$ cat src/rtl/inst_fetch_pkg.sv
// inst_fetch_pkg: shared FSM encodings and fetch constants for the fetch front end
package inst_fetch_pkg;
  typedef enum logic {FETCH_RUN, FETCH_FAULT} fetch_state_e;
  localparam int INST_W = 32;
  localparam int PC_INC = 4;
endpackage

$ cat src/rtl/fetch_fifo.sv
// fetch_fifo: small synchronous FIFO with clear; caller gates push/pop against full/empty
module fetch_fifo #(
  parameter int W     = 32,
  parameter int DEPTH = 2
) (
  input  logic                   clock,
  input  logic                   reset_n,
  input  logic                   clear,
  input  logic                   push,
  input  logic [W-1:0]           push_data,
  input  logic                   pop,
  output logic [W-1:0]           pop_data,
  output logic                   full,
  output logic                   empty,
  output logic [$clog2(DEPTH):0] count
);
  localparam int AW = $clog2(DEPTH);
  logic [W-1:0]  mem [DEPTH];
  logic [AW-1:0] rd, wr;
  assign pop_data = mem[rd];
  assign empty    = count == '0;
  assign full     = count == (AW+1)'(DEPTH);
  // storage and pointers; clear wins over a same-cycle push or pop
  always_ff @(posedge clock or negedge reset_n) begin
    if (!reset_n) begin
      rd    <= '0;
      wr    <= '0;
      count <= '0;
      for (int i = 0; i < DEPTH; i++) mem[i] <= '0;
    end else if (clear) begin
      rd    <= '0;
      wr    <= '0;
      count <= '0;
    end else begin
      if (push) begin
        mem[wr] <= push_data;
        wr      <= wr + AW'(1);
      end
      if (pop) rd <= rd + AW'(1);
      count <= count + (AW+1)'(push) - (AW+1)'(pop);
    end
  end
endmodule

$ cat src/rtl/inst_fetch.sv
// inst_fetch: instruction fetch front end; optional misaligned-redirect fault via FETCH_MISALIGN_EN
module inst_fetch
  import inst_fetch_pkg::*;
#(
  parameter int              XLEN     = 32,
  parameter logic [XLEN-1:0] RESET_PC = '0,
  parameter int              DEPTH    = 2
) (
  input  logic              clock,
  input  logic              reset_n,
  input  logic              redirect_valid,
  input  logic [XLEN-1:0]   redirect_pc,
  output logic              imem_req,
  output logic [XLEN-1:0]   imem_addr,
  input  logic              imem_gnt,
  input  logic              imem_rvalid,
  input  logic [INST_W-1:0] imem_rdata,
  output logic              out_valid,
  input  logic              out_ready,
  output logic [XLEN-1:0]   out_pc,
  output logic [INST_W-1:0] out_inst,
  output logic              out_fault
);
  localparam int CW = $clog2(DEPTH) + 1;
`ifdef FETCH_MISALIGN_EN
  localparam int FW = XLEN + INST_W + 1;
`else
  localparam int FW = XLEN + INST_W;
`endif
  localparam logic [CW:0] DEPTH_C = (CW+1)'(DEPTH);
  fetch_state_e    state_q, state_d;
  logic [XLEN-1:0] pc, q_pc;
  logic [CW-1:0]   drop, q_count, o_count;
  logic            q_full, q_empty, o_full, o_empty;
  logic            grant, resp_pop, o_pop, o_push, push_req, credit, misaligned;
  logic [FW-1:0]   o_din, o_dout;
  assign resp_pop  = imem_rvalid && !q_empty;
  assign o_pop     = !o_empty && out_ready;
  // the entry leaving the FIFO this cycle frees its slot for a new fetch
  assign credit    = ({1'b0, q_count} + {1'b0, o_count} - {{CW{1'b0}}, o_pop}) < DEPTH_C;
  assign imem_req  = reset_n && state_q == FETCH_RUN && !redirect_valid && credit;
  assign imem_addr = pc;
  assign grant     = imem_req && imem_gnt;
  assign o_push    = push_req && (!o_full || o_pop);
  assign out_valid = !o_empty;
  assign out_pc    = o_dout[FW-1 -: XLEN];
  assign out_inst  = o_dout[FW-XLEN-1 -: INST_W];
`ifdef FETCH_MISALIGN_EN
  logic            fault_q;
  logic [XLEN-1:0] fault_pc;
  assign misaligned = |redirect_pc[1:0];
  assign push_req   = fault_q || (resp_pop && drop == '0);
  assign o_din      = fault_q ? {fault_pc, {INST_W{1'b0}}, 1'b1} : {q_pc, imem_rdata, 1'b0};
  assign out_fault  = o_dout[0];
  // a misaligned redirect leaves a single fault entry behind on the following cycle
  always_ff @(posedge clock or negedge reset_n) begin
    if (!reset_n) begin
      fault_q  <= 1'b0;
      fault_pc <= '0;
    end else begin
      fault_q  <= redirect_valid && misaligned;
      fault_pc <= redirect_pc;
    end
  end
`else
  assign misaligned = 1'b0;
  assign push_req   = resp_pop && drop == '0;
  assign o_din      = {q_pc, imem_rdata};
  assign out_fault  = 1'b0;
`endif
  // next state: any redirect picks RUN or FAULT from target alignment
  always_comb begin
    state_d = redirect_valid ? (misaligned ? FETCH_FAULT : FETCH_RUN) : state_q;
  end
  // state, fetch PC and stale-response drop counter
  always_ff @(posedge clock or negedge reset_n) begin
    if (!reset_n) begin
      state_q <= FETCH_RUN;
      pc      <= RESET_PC;
      drop    <= '0;
    end else begin
      state_q <= state_d;
      if (redirect_valid) begin
        pc   <= redirect_pc & ~XLEN'(3);
        drop <= q_count - CW'(resp_pop);
      end else begin
        if (grant) pc <= pc + XLEN'(PC_INC);
        if (resp_pop && drop != '0) drop <= drop - CW'(1);
      end
    end
  end
  fetch_fifo #(.W(XLEN), .DEPTH(DEPTH)) u_pc_queue (
    .clock(clock), .reset_n(reset_n), .clear(1'b0),
    .push(grant && !q_full), .push_data(pc), .pop(resp_pop), .pop_data(q_pc),
    .full(q_full), .empty(q_empty), .count(q_count)
  );
  fetch_fifo #(.W(FW), .DEPTH(DEPTH)) u_out_fifo (
    .clock(clock), .reset_n(reset_n), .clear(redirect_valid),
    .push(o_push), .push_data(o_din), .pop(o_pop), .pop_data(o_dout),
    .full(o_full), .empty(o_empty), .count(o_count)
  );
endmodule

$ cat config.mk
export PLATFORM = sky130hd
export DESIGN_NAME = inst_fetch
export DESIGN_NICKNAME = d
export VERILOG_FILES = /design/src/rtl/inst_fetch_pkg.sv /design/src/rtl/fetch_fifo.sv /design/src/rtl/inst_fetch.sv
export SDC_FILE = /design/constraint.sdc
export NUM_CORES = 1
export LEC_CHECK = 0
export BUFFER_PORTS_ARGS = -buffer_cell sky130_fd_sc_hd__clkbuf_2
export CAP_MARGIN = 15
export CORE_MARGIN = 1.5
export CORE_UTILIZATION = 40
export DETAILED_ROUTE_END_ITERATION = 10
export SYNTH_ARGS = -nofsm -noshare
export SYNTH_HDL_FRONTEND = slang
export SYNTH_SLANG_ARGS = --single-unit
$ cat constraint.sdc
create_clock -name clock -period 3.65 [get_ports clock]
set_input_delay 0.365 -clock clock [delete_from_list [all_inputs] [get_ports clock]]
set_output_delay 0.365 -clock clock [all_outputs]
set_load 0.1 [all_outputs]
## Yosys cells after proc, flatten, opt, wreduce, memory -nomap -nowiden

Cells that the tools add are included.

- $add $sub $neg: 13
- Reduce and logical (&&, ||, !) cells: 26
- Bitwise gates (word level): 5
- Equal/unequal tests: 2
- Order comparisons: 7
- Mux-type cells: 21

Operators with widths:

| cell | number |
|---|---|
| $mux W64 | 4 |
| $mux W32 | 6 |
| $bwmux W128 | 1 |
| $bwmux W64 | 1 |
| $demux W64 S1 | 1 |
| $add A32 B3 Y32 const B | 1 |
| $demux W32 S1 | 1 |
| $logic_and A1 B1 Y1 | 11 |
| $reduce_bool A2 Y1 | 5 |
| $ge A2 B2 Y1 const B | 4 |
| $not A1 Y2 | 4 |
| $logic_not A2 Y1 | 3 |
| $mux W2 | 3 |
| $sub A2 B1 Y2 | 3 |
| $logic_not A1 Y1 | 5 |
| $add A1 B1 Y1 const B | 4 |
| $add A2 B1 Y2 | 2 |
| $eq A2 B2 Y1 const B | 2 |
| $lt A2 B1 Y1 const B | 2 |
| $mux W1 | 4 |
| $add A2 B2 Y3 | 1 |
| $lt A3 B2 Y1 const B | 1 |
| $sub A3 B1 Y3 | 1 |
| $reduce_and A2 Y1 | 1 |
| other kinds (3) | 3 |

- Bits in registers: 234
- Word-level logic and storage cells: 86

## Depth between registers and ports, before layout

Gate-level depths: netlist of run 1.

- Depth after elaboration: 10
- Mapped depth: 14
- Mapped depth without buffers: 14

## By module

Synthesis of run 1 repeated with hierarchy kept, for this count alone.

- Cells, all modules: 788
- Area total of the unflattened synthesis: 11143.2 µm²

By module, submodules not included:

| module | area each (µm²) | instances | cells each | sequential area each (µm²) |
|---|---|---|---|---|
| fetch_fifo at u_out_fifo | 6058.3 | 1 | 360 | 3303.2 |
| fetch_fifo at u_pc_queue | 3009.1 | 1 | 189 | 1701.6 |
| inst_fetch | 2075.7 | 1 | 239 | 800.8 |

## Worst setup path after synthesis of run 1

Ideal clock, no wire load.

- Path type: reg2out
- Start point: register u_pc_queue.count[1]
- End point: output port imem_req
- Arrival: 3564 ps
- Data required time: 3285 ps
- Cell stages (with the launch flop): 6
- Setup slack: -279 ps
- Path through: dfrtp_1 -> inv_1 -> ha_1 -> fa_1 -> xnor2_2 -> nor3_1

- Cells in the longest elaborated chain, start to end: 4

Ends and longest elaborated chain:

| item | RTL line | source |
|---|---|---|
| from (decl) | fetch_fifo.sv:15 | `output logic [$clog2(DEPTH):0] count` |
| from (signal assigned) | fetch_fifo.sv:40 | `count <= count + (AW+1)'(push) - (AW+1)'(pop);` |
| $add A2 B2 Y3 | inst_fetch.sv:40 | `assign credit = ({1'b0, q_count} + {1'b0, o_count} - {{CW{1'b0}}, o_pop}) < DEPTH_C;` |
| $sub A3 B1 Y3 | inst_fetch.sv:40 |  |
| $lt A3 B2 Y1 | inst_fetch.sv:40 |  |
| $logic_and A1 B1 Y1 | inst_fetch.sv:41 | `assign imem_req = reset_n && state_q == FETCH_RUN && !redirect_valid && credit;` |
| to (decl) | inst_fetch.sv:13 | `output logic imem_req,` |

No other way between the ends.

## Worst setup path after layout of run 1

Same ends and word-level chain as after synthesis.

==> results of run 1 <==
## through the flow
| step | setup WS [ns] | hold WS [ns] |
|---|---|---|
| finish | 0.527 | 0.0529 |
| global route | 0.398 | 0.0452 |
| CTS | 0.484 | 0.0319 |
| detailed placement | 0.625 | 0.218 |
| global placement | 0.655 | 0.218 |
| floorplan | 0.590 | 0.0694 |
## synthesized netlist by cell type (2+ instances only)
| cell | n | area share [%] |
|---|---|---|
| sky130_fd_sc_hd__o21ai_0 | 27 | 1.3 |
| sky130_fd_sc_hd__a211oi_1 | 3 | 0.22 |
| sky130_fd_sc_hd__a311oi_1 | 4 | 0.34 |
| sky130_fd_sc_hd__mux2_2 | 149 | 16 |
| sky130_fd_sc_hd__nand4_1 | 15 | 0.92 |
| sky130_fd_sc_hd__mux2i_1 | 31 | 3.0 |
| sky130_fd_sc_hd__ha_1 | 7 | 0.86 |
| sky130_fd_sc_hd__nor4_1 | 4 | 0.25 |
| sky130_fd_sc_hd__buf_2 | 13 | 0.64 |
| sky130_fd_sc_hd__nor3_2 | 2 | 0.20 |
| sky130_fd_sc_hd__buf_6 | 8 | 0.88 |
| sky130_fd_sc_hd__mux2_1 | 37 | 4.1 |
| sky130_fd_sc_hd__and4_1 | 4 | 0.34 |
| sky130_fd_sc_hd__inv_2 | 2 | 0.074 |
| sky130_fd_sc_hd__and2_1 | 2 | 0.12 |
| sky130_fd_sc_hd__a21oi_1 | 63 | 3.1 |
| sky130_fd_sc_hd__buf_1 | 3 | 0.11 |
| sky130_fd_sc_hd__xnor2_1 | 11 | 0.95 |
| sky130_fd_sc_hd__nand3_1 | 9 | 0.44 |
| sky130_fd_sc_hd__nor3_1 | 3 | 0.15 |
| sky130_fd_sc_hd__nand2_1 | 37 | 1.4 |
| sky130_fd_sc_hd__clkbuf_1 | 15 | 0.55 |
| sky130_fd_sc_hd__xor2_1 | 17 | 1.5 |
| sky130_fd_sc_hd__inv_1 | 13 | 0.48 |
| sky130_fd_sc_hd__a41oi_1 | 2 | 0.17 |
| sky130_fd_sc_hd__and3_1 | 5 | 0.31 |
| sky130_fd_sc_hd__o21a_1 | 2 | 0.15 |
| sky130_fd_sc_hd__nor2b_1 | 2 | 0.12 |
| sky130_fd_sc_hd__dfrtp_1 | 224 | 55 |
| sky130_fd_sc_hd__buf_4 | 15 | 1.1 |
| sky130_fd_sc_hd__nor2_1 | 74 | 2.7 |
## per-layer routing
| metal | vias to the layer above | wire (um) | track usage (%) |
|---|---|---|---|
| met2 | 171 | 9870 | 27.1 |
| met3 | 32 | 1110 | 2.85 |
| met4 | 0 | 432 | 4.42 |
| met5 | - | 0 | 0 |
| li1 | 3191 | - | - |
| met1 | 3239 | 10900 | 24.3 |
## path summary, 6_finish.rpt
check,cells after the start,slack [ns],startpoint,to
max,6,0.53,u_pc_queue.count[1]$_DFF_PN0_,imem_req
min,2,0.05,redirect_pc[17],imem_addr[17]$_DFFE_PN0P_
max reg2reg,12,0.64,u_pc_queue.count[1]$_DFF_PN0_,u_pc_queue.count[1]$_DFF_PN0_
min reg2reg,1,0.48,u_out_fifo.mem[15]$_DFFE_PN0P_,u_out_fifo.mem[15]$_DFFE_PN0P_
max in group asynchronous,4,1.47,reset_n,u_out_fifo.mem[72]$_DFFE_PN0P_
min in group asynchronous,2,0.28,reset_n,u_pc_queue.mem[50]$_DFFE_PN0P_
## where the power goes
group | total (mW) | switching [mW] | internal (mW)
Sequential | 3.90 | 0.539 | 3.37
Combinational | 5.53 | 4.13 | 1.40
Clock | 2.66 | 0.983 | 1.68
## cell type report
cell class,instances,area [um2]
Inverter,15,56.3
Sequential cell,224,5610
Clock buffer,37,741
Tap cell,330,413
Timing Repair Buffer,176,981
Clock inverter,8,145
Multi-Input combinational cell,533,4220
Fill cell,2320,12900
## logic make-up (layout without fill, tap and decap cells)
group	after synthesis	after routing	synth area share, %
and+or+nand+nor	163	163	7.45
buffers and inverters	70	236	3.90
xor gates and xnor gates	29	29	2.57
AOI/OAI and AO/OA	111	111	6.33
DFF	224	224	55.1
muxes	217	217	23.6
other	1	5	0.0368
adders and majority gates	8	8	1.06
## registers in the layout, indices dropped and copies added, names as in the netlist
name              count
u_out_fifo.mem      124
u_pc_queue.rd         1
u_pc_queue.mem       60
imem_addr            30
u_pc_queue.wr         1
u_out_fifo.wr         1
u_out_fifo.count      2
u_pc_queue.count      2
u_out_fifo.rd         1
drop                  2
## worst max-delay path, cell delays in order (launching register included)
cell	delay, ns
sky130_fd_sc_hd__dfrtp_1	0.48
sky130_fd_sc_hd__inv_1	0.07
sky130_fd_sc_hd__ha_1	0.32
sky130_fd_sc_hd__fa_1	0.47
sky130_fd_sc_hd__xnor2_2	0.24
sky130_fd_sc_hd__nor3_2	0.19
sky130_fd_sc_hd__clkbuf_2	0.48
==> results summary, run 1 <==
Setup violations remaining at the end of the flow were counted as 0. Of all flip-flops after synthesis, the portion carrying an async set or reset was 100%. The total clock sinks is about 220.

For this design the ratio of total power to cell area is roughly 1000 nW/um2. The vertical extent of the die is approximately 160 um. The total leakage power came out at roughly 5.8 nW.

The first global-routing pass estimated ~36 mm of wire. The count of nets after finishing is roughly 1,100. After clock tree synthesis, the flow added hold-fix buffers numbering 1. Derived from the worst setup path, the maximum achievable clock frequency is 320 MHz. The overall routing resource usage came out at between 10% and 20%. The post-route DRC violation count came out at 0. The max-cap check violation count came out at 0.

Excluding fillers, the count of instances in the completed layout stands at approximately 1,300. The number of antenna diodes in the final layout is 0. The netlist uses 51 different library cells. The smallest clock period supported by the final layout is computed as ~3.1 ns.

After routing, the total negative slack on setup checks comes to 0 ns. CTS built an H-tree with a depth of 1. The clock tree from TritonCTS is done. The total overflow left after global routing is 0. Clock skew on the completed layout was measured at around 0.0077 ns. The final critical-path share of the clock period came out at a little under nine tenths. The instance area at placement is roughly 11,000 um2. The maximum clock insertion buffer count came out at 3. The clock transition at the registers of the reported paths is 0.06 ns. The pin count of the biggest net entering global routing is just over 90. The number of slew-limit violations in the final report came out at 0. The clock buffer count from CTS came out at 25. The post-detailed-route via-to-cell ratio came out at ~5. CTS placed an instance of sky130_fd_sc_hd__clkbuf_16 at the clock tree root. Power comes to between 10 and 15 mW. The peak fanout along the critical path is 8. The area of all placed cells without fillers is approximately 12,000 um2. The DRC violation total after the first TritonRoute iteration is around 330. STA classifies the critical path startpoint as a flop. Data on the critical path is required at its endpoint by ~3.3 ns. The data arrival time of the worst path came out at approximately 2.8 ns. The area of the core is roughly 25,000 um2.

The maximum VDD drop came out at a little over 0.5 mV. The residual antenna-violating net count after detailed routing is 0. The most used flip-flop cell after synthesis is sky130_fd_sc_hd__dfrtp_1. The count of buffers inserted at the top-level ports came out at roughly 160. The number of antenna violations at the first check in global routing came out at 0.

The number of setup buffers added after CTS came out at 0. The warning count from the yosys run is 0. The run finished with clean final reports. The count of TritonRoute iterations in the first routing pass came out at 5. The register area share after synthesis is a little under three fifths. The synthesized design contains 0 enable-type register cells.

The kind of critical path is reg -> out. The worst slew slack as a fraction of its limit is 32.7%. Once detailed placement completed, the half-perimeter wirelength came to approximately 14 mm. The cell area after synthesis is 10,200 um2. The core occupancy in the finished layout is between 40 and 50%. The effective utilization at floorplan came out at 40.6%. The via count of the first global-routing pass came to 6,712. The most common cell after layout, fill and taps aside is sky130_fd_sc_hd__dfrtp_1.

The final route contains roughly 6,600 vias. The worst setup path is captured at a primary output. The number of placed I/O pins is around 170. The post-CTS resize count is 0. Setup repair after global routing left no endpoint under its margin. The die is roughly 160 um wide. Once placement completed, the tool counted placed cells totaling about 1,300. The detailed-route wire length came out at roughly 22 mm.

The number of storage elements in the synthesis netlist came out at 224. The clock latency on the worst-skew pair came out at 0.51 ns. The overall die area is ~26,000 um2. The slew of the pin with the lowest slew margin is ~1 ns.

In the layout the commonest cells are sky130_fd_sc_hd__dfrtp_1, sky130_fd_sc_hd__clkbuf_2, sky130_fd_sc_hd__mux2_2. The fraction of final layout cells with drive strength greater than 1 came out at 38.2%. The number of failing hold endpoints at the final stage came out at 0. The worst hold path class is in -> reg.

The routed wire length per instance came out at between 15 and 20 um. The number of rows created at floorplan is 58. Synthesis handed over a netlist of between 800 and 900 instances. The mean instance size in the synthesized netlist is ~12 um2.

The congestion estimate from routability-driven global placement came to 0.778. The area growth from synthesis to final layout is 19.4%.
Note: power is estimated with default switching activity, not from simulation.
==> run 2: changes to the inputs <==
CORE_ASPECT_RATIO = 1.5   (was default)
CTS_BUF_LIST = sky130_fd_sc_hd__clkbuf_8   (was default)
==> run 2 against run 1 <==
The flow now finishes with violations (negative hold slack); die area barely moved; register-to-register slack worse by 0.02 ns; sequential share of layout area is 0.44 points higher; flip-flop and latch count unchanged; clock skew rose by 0.0098 ns; via count up 2.1%; cell count rose by 1.1%; total power fell by 3.2%; combinational power barely moved; maximum frequency is 1.2% higher; critical endpoint unchanged; largest cell class unchanged.
==> results summary, run 2 (synthesis results as in run 1) <==
The count of buffers inserted at the top-level ports is 161 (unchanged). The effective utilization at floorplan came out at 40.6% (+0.093 points). The area growth from synthesis to final layout is 18.3%.

The clock transition at the registers of the reported paths came out at 0.06 ns (about the same). The routed wire length per instance is 16.6 um (-1.3%). The remaining global-route overflow is 0 (unchanged).

The setup total negative slack was 0 ns (unchanged). The worst setup path is captured at a primary output. The slack of the worst reg-to-reg path came out at 0.62 ns (-0.02 ns).

The count of TritonRoute iterations in the first routing pass came out at 4 (-1). The clock latency on the worst-skew pair came out at 0.52 ns (about the same). The clock skew after layout is 0.0175 ns (+0.00980 ns). The overall die area was 26,400 um2 (about the same). The peak fanout along the critical path came out at 8 (unchanged). The data required time of the critical path came out at 3.28 ns (about the same). Setup repair after global routing left no endpoint under its margin. The via count of the first global-routing pass is 6,845 (+2.0%). The clock tree root driver cell is sky130_fd_sc_hd__clkbuf_8. The final critical-path setup slack came out at 0.566 ns (+0.0384 ns).

The pin count of the biggest net entering global routing is 154 (+66%). The most common cell after layout, fill and taps aside is sky130_fd_sc_hd__dfrtp_1. The detailed-route wire length came to 22.2 mm (-0.22%). The final setup violation count is 0 (unchanged). The slew of the pin with the lowest slew margin came out at 0.919 ns (-0.0902 ns). The area of the core came out at 25,100 um2 (-0.23%). The number of failing hold endpoints at the final stage is 24 (+24). The post-detailed-route via-to-cell ratio is 5.06 (+0.94%). The worst setup timing slack at the placement stage came out at 0.603 ns (-0.0220 ns). The H-tree depth reported by CTS is 2 (+1). The number of antenna violations at the first check in global routing is 0 (unchanged).

The data arrival time of the worst path was 2.72 ns (-0.04 ns). The post-route DRC violation count came out at 0 (unchanged). The number of antenna repair diodes came out at 0 (unchanged). The maximum clock insertion buffer count is 3 (unchanged). The number of placed I/O pins came out at 169 (unchanged). The worst-case hold slack came out at -0.0416 ns (-0.0945 ns). The width of the chip came out at 133 um (-18%). The worst hold path belongs to the class in -> async. The fraction of final layout cells with drive strength greater than 1 is 38.8% (+0.64 points). The areal power density over the cells is 972 nW/um2 (-2.3%).

The area of all placed cells without fillers came out at 12,000 um2 (-0.95%). The number of slew-limit violations in the final report is 0 (unchanged). The instance area at placement came out at 11,300 um2 (about the same). The worst slew slack as a fraction of its limit is 38.8% (+6.0 points).

The run finished, with violations left. The worst setup path is launched from a flop. The post-CTS resize count came out at 0 (unchanged). The max-cap check violation count was 0 (unchanged).

The maximum VDD drop is 0.583 mV (+12%). The overall power consumption came to 11.7 mW (-3.2%). The post-DP HPWL is 14.2 mm (-1.4%). The count of nets after finishing is 1,062 (+0.85%). The number of rows created at floorplan came out at 71 (+22%). The wire length of the first global-routing pass came out at 35.8 mm (-0.69%).

The final weighted congestion in routability-driven placement is 0.805 (+3.4%). The clock buffer count from CTS came to 37 (+48%). The number of inserted filler cells in the final layout came out at 2,328 (+0.34%).

The total clock sinks is 224 (unchanged). The maximum clock frequency came out at 324 MHz (+1.2%). The total of hold buffers inserted after clock tree synthesis is 0 (-1). In the layout the commonest cells are sky130_fd_sc_hd__dfrtp_1, sky130_fd_sc_hd__clkbuf_2, sky130_fd_sc_hd__mux2_2.

The DRC violation total after the first TritonRoute iteration is 200 (-39%). The checks that failed: negative hold slack. The final period demand of the worst path is 3.08 ns (-0.0384 ns). The area of the multi-input gates came out at 4220 um2 (unchanged). The register with the most flip-flops in the final layout is u_out_fifo.mem. TritonCTS built the clock tree.

The number of vias in the routed layout came out at 6,771 (+2.1%). The residual antenna-violating net count after detailed routing is 0 (unchanged). The final critical-path share of the clock period is 84.5% (-1.1 points).

The overall routing resource usage came out at 17.0% (-0.097 points). The kind of critical path is reg -> out. The vertical extent of the die came to 198 um (+22%). The flip-flop count of the largest register after layout came out at 124 (unchanged).

The number of setup buffers added after CTS is 0 (unchanged). The total leakage power came out at 5.77 nW (about the same). The combined flip-flop and latch cell area is 5610 um2 (unchanged).
run 2: cell types whose count changed in the layout (fill, tap and decap cells not counted), sizes merged:
cell	before	now
clkinv	2	4
bufinv	4	2
clkinvlp	2	1
buf	15	13
inv	15	25
dlygate4sd3	1	0
clkbuf	197	208
run 2: power breakdown:
part	internal [mW]	switching, mW	leakage (nW)
registers	3.37	0.511	2.86
clock network	1.32	0.981	0.442
logic	1.39	4.14	2.47
total	6.08	5.64	5.77
run 2: cell type report:
class	instances	share of cell area, %
multi-input combinational	533	35.0
tap	328	3.41
clock inverter	17	1.04
inverter	15	0.467
clock buffer	48	5.48
timing repair buffer	173	8.04
sequential	224	46.5
run 2: path summary, 6_finish.rpt:
path,startpoint,to,cells after the start
worst max-delay path,u_pc_queue.count[1]$_DFF_PN0_,imem_req,6
worst min-delay path,reset_n,u_out_fifo.mem[64]$_DFFE_PN0P_,2
worst max register to register,u_pc_queue.count[1]$_DFF_PN0_,u_pc_queue.count[1]$_DFF_PN0_,12
worst min register to register,u_pc_queue.mem[60]$_DFFE_PN0P_,u_pc_queue.mem[60]$_DFFE_PN0P_,1
max in group asynchronous,reset_n,u_pc_queue.mem[9]$_DFFE_PN0P_,3
min in group clock,redirect_pc[4],imem_addr[4]$_DFFE_PN0P_,3
run 2: metal layers:
metal / track usage, % / share of wire (%) / vias to the layer above
li1: - / - / 3220
met1: 20.8 / 43 / 3342
met2: 29.4 / 49 / 167
met3: 3.13 / 4.4 / 42
met4: 6.88 / 3.0 / 0
met5: 0 / 0 / -
run 2: metrics by stage:
| step | cells | utilization [%] |
|---|---|---|
| after floorplan | 827 | - |
| after global placement | 1273 | 45.0 |
| after detailed placement | 1273 | 45.0 |
| after CTS | 1338 | 48.1 |
| after global routing | 1338 | 48.1 |
| final | 1338 | 48.1 |
run 2: critical path, stage by stage (launching register included):
cell and delay (ns):
sky130_fd_sc_hd__dfrtp_1 0.47, sky130_fd_sc_hd__inv_1 0.07, sky130_fd_sc_hd__ha_1 0.32, sky130_fd_sc_hd__fa_1 0.47
sky130_fd_sc_hd__xnor2_2 0.24, sky130_fd_sc_hd__nor3_2 0.17, sky130_fd_sc_hd__clkbuf_2 0.48
==> run 3: changes to the inputs <==
clock period = 3.2 ns   (was 3.65 ns; I/O delays follow)
==> run 3 against run 2 <==
The run now ends clean; clock power grew 12%; combinational power grew 16%; highest routed layer unchanged; clock skew shrank 0.0036 ns; largest cell class unchanged; critical endpoint unchanged; flip-flop and latch count is the same; global-route usage grew 0.25 points; clock-buffer cell count shrank 4.
==> results summary, run 3 (synthesis results as in run 1) <==
The routing usage on met2 came out at 29.5% (+0.077 points). The number of antenna violations at the first check in global routing is 0 (unchanged). The met3 usage in global routing came to 3.16% (+0.025 points). The data required time of the critical path is 2.88 ns (-0.40 ns). The via count of the first global-routing pass came to 6,949 (+1.5%). Counting instances, the worst hold path has a depth of 3. The clock transition at the registers of the reported paths was 0.07 ns (about the same).

The pin count of the biggest net entering global routing is 164 (+6.5%). The residual antenna-violating net count after detailed routing is 0 (unchanged). Setup repair after global routing left no endpoint under its margin. The post-route DRC violation count is 0 (unchanged). In this run the clock root is driven by a sky130_fd_sc_hd__clkbuf_8. The number of slew-limit violations in the final report is 0 (unchanged). The slew of the pin with the lowest slew margin came out at 0.864 ns (-0.0551 ns). The worst hold path begins at redirect_pc[21]. The maximum VDD drop was 0.573 mV (-1.8%). The DRC violation total after the first TritonRoute iteration came out at 202 (+1.0%). The maximum clock insertion buffer count came out at 3 (unchanged). The count of nets after finishing came to 1,112 (+4.7%). The top register by number of flip-flops is u_out_fifo.mem. The clock tree from TritonCTS is done. The overall power consumption came out at 13.4 mW (+14%). The clock buffer count from CTS came to 36 (-2.7%). The vertical extent of the die came out at 198 um (unchanged). The slack of the worst reg-to-reg path came out at 0.23 ns (-0.39 ns). The number of antenna repair diodes came out at 0 (unchanged). The setup total negative slack came out at 0 ns (unchanged). The final setup violation count was 0 (unchanged). The number of vias in the routed layout is 7,003 (+3.4%).

The width of the chip is 133 um (unchanged). The total leakage power came to 5.95 nW (+3.1%). The peak fanout along the critical path is 7 (-1). The remaining global-route overflow came out at 0 (unchanged).

The core occupancy in the finished layout is 49.9% (+1.8 points). The worst-case hold slack is 0.0381 ns (+0.0797 ns). The area of the core is 25,100 um2 (unchanged).

The overall die area is 26,400 um2 (unchanged). The post-placement cell count is 1,277 (+0.31%). The tightest min-delay check is of the in -> reg type. The worst slew slack as a fraction of its limit is 42.4% (+3.7 points). The flip-flop count of the largest register after layout came out at 124 (unchanged).

The count of TritonRoute iterations in the first routing pass was 4 (unchanged). In this run the critical register-to-register path is captured at u_pc_queue.count[1]$_DFF_PN0_. The max-cap check violation count was 0 (unchanged). The number of rows created at floorplan came to 71 (unchanged).

The effective utilization at floorplan came out at 40.6% (unchanged). The count of buffers inserted at the top-level ports is 161 (unchanged). The critical path goes through inv_1 > nand3_1 > o21ai_0 > nand2_1 > fa_1 > xnor2_2 > buf_4 > nor3_2 > buf_2.

The final critical-path share of the clock period came out at between 90% and 100%. Compared with the post-synthesis result, the final layout area differs by 22.8%. STA classifies the critical path endpoint as a primary output.

The clock latency on the worst-skew pair came to 0.53 ns (about the same). The post-detailed-route via-to-cell ratio is 5.07 (+0.21%). The worst reg2reg path depth is 14 (+2). After global routing, the most crowded layer is met2. The overall routing resource usage is 17.2% (+0.25 points). The wire length of the first global-routing pass came out at 36.4 mm (+1.7%).

The worst path in the final design needs a cycle of 3.08 ns, including I/O delays and setup. The total clock sinks is 224 (unchanged). The number of placed I/O pins is 169 (unchanged). The longest individual stage delay on the worst path is 0.45 ns (-0.03 ns). The clock skew after layout is 0.0139 ns (-0.00364 ns). The areal power density over the cells is 1070 nW/um2 (+10%). In the layout the commonest cells are sky130_fd_sc_hd__dfrtp_1, sky130_fd_sc_hd__clkbuf_2, sky130_fd_sc_hd__mux2_2.

The maximum clock frequency is 325 MHz. The type of element launching the critical path is a flop. The met1 global-route usage came out at 21.7% (+0.91 points). The critical path is of the reg -> out type.

The fraction of final layout cells with drive strength greater than 1 is 37.2% (-1.6 points). The path with the worst hold slack has its endpoint at imem_addr[21]$_DFFE_PN0P_. Among all stages on the critical path, the largest delay is contributed by sky130_fd_sc_hd__buf_2. The data arrival time of the worst path was 2.76 ns (+0.04 ns).

The startpoint identified for the worst register-to-register timing path is u_out_fifo.count[0]$_DFF_PN0_. The routed wire length per instance is 16.4 um (-1.1%). The H-tree depth reported by CTS was 2 (unchanged).

The detailed-route wire length is 22.7 mm (+2.1%). The most common cell after layout, fill and taps aside is sky130_fd_sc_hd__dfrtp_1. The flow ran to the end, and the final reports show no timing, DRC or antenna violations.

The number of standard cells in the final layout excluding fillers is 1,381 (+3.2%). The post-DP HPWL is 14.5 mm (+1.7%). The number of failing hold endpoints at the final stage was 0 (-100%). The final weighted congestion in routability-driven placement is 0.767 (-4.7%).
run 3: per-layer routing:
layer  part of all wire (%)  vias up
met5                      0        -
met3                    4.2       37
met2                     50      181
li1                       -     3308
met1                     43     3477
met4                    2.6        0
run 3: where the power goes:
part           leakage (nW)  switching [mW]  total (mW)  internal (mW)
combinational          2.70            4.77        6.42           1.65
sequential             2.86           0.563        4.40           3.84
clock                 0.399            1.11        2.58           1.47
total                  5.95            6.44        13.4           6.96
run 3: worst max path at each step:
stage / startpoint / endpoint / cells after the start
after floorplan: u_pc_queue.count[1]$_DFF_PN0_ / imem_req / 5
after global placement: u_out_fifo.count[1]$_DFF_PN0_ / u_pc_queue.count[1]$_DFF_PN0_ / 12
after detailed placement: out_ready / u_pc_queue.count[1]$_DFF_PN0_ / 14
after CTS: u_out_fifo.count[0]$_DFF_PN0_ / imem_req / 9
after global routing: u_out_fifo.count[0]$_DFF_PN0_ / imem_req / 9
final: u_out_fifo.count[0]$_DFF_PN0_ / imem_req / 9
run 3: stage by stage:
step	setup WS [ns]	cell area, um2
after floorplan	0.185	10200
after global placement	0.294	11300
after detailed placement	0.255	11300
after CTS	0.0438	12500
after global routing	0.0106	12500
final	0.122	12500
run 3: repair_timing:
item,in CTS,in global routing
setup buffers,0,0
endpoints found under the hold margin,67,0
hold buffers,47,0
gates resized for setup,0,1
setup endpoints to repair,0,1
run 3: area by class of cell:
cell class	instances	area, um2
clock inverter	13	138
clock buffer	44	606
sequential	224	5610
multi-input combinational	533	4220
timing repair buffer	224	1470
tap	328	410
inverter	15	56.3
fill	2330	12500
run 3: critical path: cells and delay by family, from the launching register on:
| kind | cells | cell delay (ns) |
|---|---|---|
| adder cells (fa/ha/maj) | 1 | 0.42 |
| buffers and inverters | 3 | 0.71 |
| flip-flops | 1 | 0.40 |
| AO/OA/AOI/OAI | 1 | 0.14 |
| XOR/XNOR | 1 | 0.16 |
| AND/OR/NAND/NOR | 3 | 0.39 |
